## src/rtl/crc_pkg.sv

```systemverilog
// Shared types and constants for the streaming CRC block.
package crc_pkg;

  typedef enum logic [1:0] {
    IDLE = 2'd0,
    RUN  = 2'd1,
    DONE = 2'd2
  } state_t;

  localparam int unsigned LEN_W            = 16;
  localparam int unsigned BYTE_W           = 8;
  localparam logic [7:0]  CRC8_POLY        = 8'h07;
  localparam logic [15:0] CRC16_CCITT_POLY = 16'h1021;

endpackage

```

## src/rtl/student_crc_byte.sv

```systemverilog
// Combinational CRC update over one byte, MSB first, non-reflected polynomial.
module student_crc_byte
  import crc_pkg::*;
#(
  parameter int unsigned  W    = 8,
  parameter logic [W-1:0] POLY = W'(CRC8_POLY)
) (
  input  logic [W-1:0]      crc_in,
  input  logic [BYTE_W-1:0] data,
  output logic [W-1:0]      crc_next
);

  logic [W-1:0] w_crc;
  logic         w_fb;

  // Eight serial shift steps unrolled into one cycle.
  always_comb begin
    w_crc = crc_in;
    w_fb  = 1'b0;
    for (int i = BYTE_W - 1; i >= 0; i--) begin
      w_fb  = w_crc[W-1] ^ data[i];
      w_crc = w_crc << 1;
      if (w_fb) begin
        w_crc = w_crc ^ POLY;
      end
    end
    crc_next = w_crc;
  end

endmodule

```

## src/rtl/student_crc.sv

```systemverilog
// Streaming byte-wide CRC engine with start/last framing and a held result.
module student_crc
  import crc_pkg::*;
#(
  parameter int unsigned  W    = 8,
  parameter logic [W-1:0] POLY = W'(CRC8_POLY),
  parameter logic [W-1:0] INIT = '0
) (
  input  logic              clk,
  input  logic              reset,
  input  logic              start,
  input  logic              in_valid,
  output logic              in_ready,
  input  logic [BYTE_W-1:0] in_data,
  input  logic              in_last,
  output logic              out_valid,
  input  logic              out_ready,
  output logic [W-1:0]      crc_out,
  output logic [LEN_W-1:0]  len_out
);

  state_t           r_state;
  logic [W-1:0]     r_crc;
  logic [LEN_W-1:0] r_len;
  logic             r_out_valid;

  state_t           w_state_next;
  logic [W-1:0]     w_crc_next;
  logic [LEN_W-1:0] w_len_next;
  logic [W-1:0]     w_byte_crc;
  logic             w_accept;

  student_crc_byte #(
    .W    (W),
    .POLY (POLY)
  ) u_byte (
    .crc_in   (r_crc),
    .data     (in_data),
    .crc_next (w_byte_crc)
  );

  // A start in RUN wins over a beat presented in the same cycle.
  assign in_ready = (r_state == RUN) && !start;
  assign w_accept = in_valid && in_ready;

  always_comb begin
    w_state_next = r_state;
    w_crc_next   = r_crc;
    w_len_next   = r_len;
    case (r_state)
      IDLE: begin
        if (start) begin
          w_crc_next   = INIT;
          w_len_next   = '0;
          w_state_next = RUN;
        end
      end
      RUN: begin
        if (start) begin
          w_crc_next = INIT;
          w_len_next = '0;
        end else if (w_accept) begin
          w_crc_next = w_byte_crc;
          w_len_next = (r_len == {LEN_W{1'b1}}) ? r_len : r_len + LEN_W'(1);
          if (in_last) begin
            w_state_next = DONE;
          end
        end
      end
      DONE: begin
        if (out_ready) begin
          w_state_next = IDLE;
        end
      end
      default: begin
        w_state_next = IDLE;
      end
    endcase
  end

  always_ff @(posedge clk) begin
    if (reset) begin
      r_state     <= IDLE;
      r_crc       <= INIT;
      r_len       <= '0;
      r_out_valid <= 1'b0;
    end else begin
      r_state     <= w_state_next;
      r_crc       <= w_crc_next;
      r_len       <= w_len_next;
      r_out_valid <= (w_state_next == DONE);
    end
  end

  assign out_valid = r_out_valid;
  assign crc_out   = r_crc;
  assign len_out   = r_len;

endmodule

```

## config.mk

```make
export PLATFORM = sky130hd
export DESIGN_NAME = student_crc
export DESIGN_NICKNAME = d
export VERILOG_FILES = /design/src/rtl/crc_pkg.sv /design/src/rtl/student_crc_byte.sv /design/src/rtl/student_crc.sv
export SDC_FILE = /design/constraint.sdc
export NUM_CORES = 1
export LEC_CHECK = 0
export BUFFER_PORTS_ARGS = -buffer_cell sky130_fd_sc_hd__buf_4
export CAP_MARGIN = 25
export CORE_MARGIN = 10
export CORE_UTILIZATION = 45
export CTS_CLUSTER_DIAMETER = 100
export CTS_CLUSTER_SIZE = 30
export DETAILED_ROUTE_END_ITERATION = 8
export GPL_TIMING_DRIVEN = 1
export PLACE_DENSITY = 0.7
export SETUP_SLACK_MARGIN = 0.2
export SLEW_MARGIN = 5
export SYNTH_ARGS = -nofsm -noshare
export SYNTH_HDL_FRONTEND = slang
export SYNTH_HIERARCHICAL = 1
export SYNTH_SLANG_ARGS = --single-unit
export TNS_END_PERCENT = 5
```

## constraint.sdc

```tcl
create_clock -name clk -period 2.6 [get_ports clk]
set_clock_uncertainty 0.2 [all_clocks]
set_input_delay 0.52 -clock clk [delete_from_list [all_inputs] [get_ports clk]]
set_output_delay 0.52 -clock clk [all_outputs]
set_load 0.01 [all_outputs]
```

==> reports/metrics.csv <==
metric,value,unit
Power Density,401,nW/um2
critical path arrival,2.29,ns
fin util,59.6,%
Hold Crit Start,reset,
crit end category,register,
Tot Pwr,748,uW
"Reg clk slew, reported paths",0.16,ns
dpl ws,0.313,ns
Starting DRT DRC Count,84,
Avg Inst Size Synth,8.27,um2
fin nets,233,
Synth Instances,183,
final slew viol count,0,
fin worst setup slack,0.356,ns
kind of critical path,register to register,
CP Data Required Time,2.65,ns
post-CTS setup buffers,0,
final WL,3.76,mm
Post-Syn Nets,198,
Synth Cell Area,1510,um2
hold slack,0.266,ns
Clock Latency Late Sink,0.32,ns
initial core utilization,48.4,%
synth unique cells,36,
slowest CP cell,or4_4,
Max-Cap Viols,0,
final hold vios,0,
r2r setup slk,0.36,ns
"FF+latch count, synth",27,
headroom to the max-slew limit,64.6,%
run status,"complete, no violations",
Rows,20,
clock sinks,27,
CP Depth,5,
DR DRC count,0,
Die ar.,6080,um2
Hold Path Sink,crc_out[4],
share of cells above drive strength 1,22.6,%
Worst Tran Pin Value,0.529,ns
f_max,446,MHz
first-pass GRT wire length,6.40,mm
r2r worst-path depth,5,
Routed Antenna Nets,0,
Hold Crit Depth,2,
hold-fix buffers at CTS,0,
vias,1405,
DP Wirelength,2.92,mm
Static Leak,0.695,nW
"EDFF count, synth",0,
Clock Path Buffers,2,
reg2reg start,len_out[1],
"delay-heaviest family, CP",simple AND/OR/NAND/NOR gates,
first-pass iteration count of the detailed router,4,
Vias/cell,5.38,
number of clock buffers inserted by TritonCTS,3,
yosys synthesis warning count,6,
CTS root buffer,clkbuf_4,
TritonCTS clock tree,yes,
Final Setup Violations,0,
Total GRT Usage,12.1,%
sequential area share after synthesis,35.7,%
unrepaired setup endpoints after global routing,no,
critical-path cell list,ha_1 > nand4_1 > or4_4 > or4_1 > a21oi_1,
total core area,3130,um2
setup tns final,0,ns
Layout area overhead,23.2,%
die width,78.0,um
worst r2r dst,len_out[10],
Routed WL per cell,14.4,um
IO Pins,40,
number of global-route vias before repair,1350,
largest net degree at the start of global routing,18,
peak supply drop,0.176,mV
ys async rst share,0,%
Resize count post-CTS,0,
Worst Path Max Fanout,7,
Final period util,86.3,%
GP Congestion,0.802,
ant diodes,0,
"Remaining Overflow, GRT",0,
initial antenna violation count,0,
Hold WC Path Type,primary input to register,
Buffers & Inverters on Critical Path,0,
Final min period,2.24,ns
ys flop type,dfxtp_1,
crit start category,register,
H-tree depth,1,
Die H,78.0,um
critical path's largest stage delay,0.55,ns
# port buffers,39,
cell type report:
type / count / area, um2
clock buffers: 3 / 22.5
clock inverters: 1 / 5.00
multi-input cells: 139 / 906
repair buffers: 42 / 315
fillers: 295 / 1260
well taps: 44 / 55.1
inverters: 5 / 18.8
flip-flops and latches: 27 / 542
synthesized netlist by cell type (3+ instances only):
cell | number | area share, %
dfxtp_1 | 27 | 36
o21ai_0 | 3 | 0.99
nor2_1 | 5 | 1.2
nand3_1 | 10 | 3.3
mux2i_1 | 7 | 4.6
inv_1 | 5 | 1.2
nand2b_1 | 7 | 2.9
a21oi_1 | 18 | 6.0
and4_1 | 3 | 1.7
nand2_1 | 23 | 5.7
xor2_1 | 6 | 3.5
clkbuf_1 | 8 | 2.0
nand4_1 | 5 | 2.1
or4_1 | 4 | 2.0
xnor2_1 | 15 | 8.7
a211oi_1 | 5 | 2.5
o31ai_1 | 4 | 2.0
report_power, final:
| part | internal, mW | leakage [nW] | switching, mW |
|---|---|---|---|
| Combinational | 0.0645 | 0.458 | 0.0709 |
| Clock | 0.0576 | 0.0177 | 0.127 |
| Sequential | 0.420 | 0.219 | 0.00679 |
sequential cells by signal, indices dropped and copies added (netlist names):
signal	cells
crc_out	8
len_out	16
out_valid	1
r_state	2
worst max-delay path by stage:
stage | endpoint | startpoint
2_1_floorplan | len_out[12] | len_out[0]
3_3_place_gp | len_out[12] | in_valid
3_5_place_dp | len_out[10] | len_out[0]
4_1_cts | len_out[10] | len_out[0]
5_1_grt | len_out[10] | len_out[1]
6_report | len_out[10] | len_out[1]
per-stage QoR:
step                      cells  instance area (um2)
final                       261                 1860
after global routing        261                 1860
after CTS                   261                 1860
after detailed placement    257                 1830
after global placement      257                 1830
after floorplan             183                 1510
layout by cell type (no fill, tap or decap), drive strengths merged, types with 2 or more instances in the layout:
cell	synthesis	layout
buf	4	42
dfxtp	27	27
nand2	23	23
a21oi	18	18
xnor2	15	15
nand3	10	10
nand2b	7	7
mux2i	7	7
xor2	6	6
nand4	6	6
inv	5	5
a211oi	5	5
nor2	5	5
o31ai	4	4
or4	4	4
and4	3	3
o21ai	3	3
clkbuf	8	3
nor3b	2	2
a21o	2	2
and2	2	2
and3	2	2
nor4	2	2
nand3b	2	2
nor3	2	2
a2111o	2	2
routing by layer:
layer	wire length [um]	track usage, %	share of wire (%)	up-vias
met1	1800	15.8	48	647
met2	1750	19.7	46	32
met5	0	0	0	-
met4	21	2.51	0.56	0
li1	-	-	-	724
met3	197	3.23	5.2	2
cell families after synthesis:
| kind of cell | after synthesis | synth area share [%] |
|---|---|---|
| simple gates | 73 | 26.6 |
| compound gates | 37 | 15.5 |
| flops | 27 | 35.7 |
| xor+xnor | 21 | 12.2 |
| buf+inv | 17 | 4.63 |
| mux | 7 | 4.63 |
| fa+ha+maj | 1 | 0.827 |
Power figures use the tool's default switching activity.
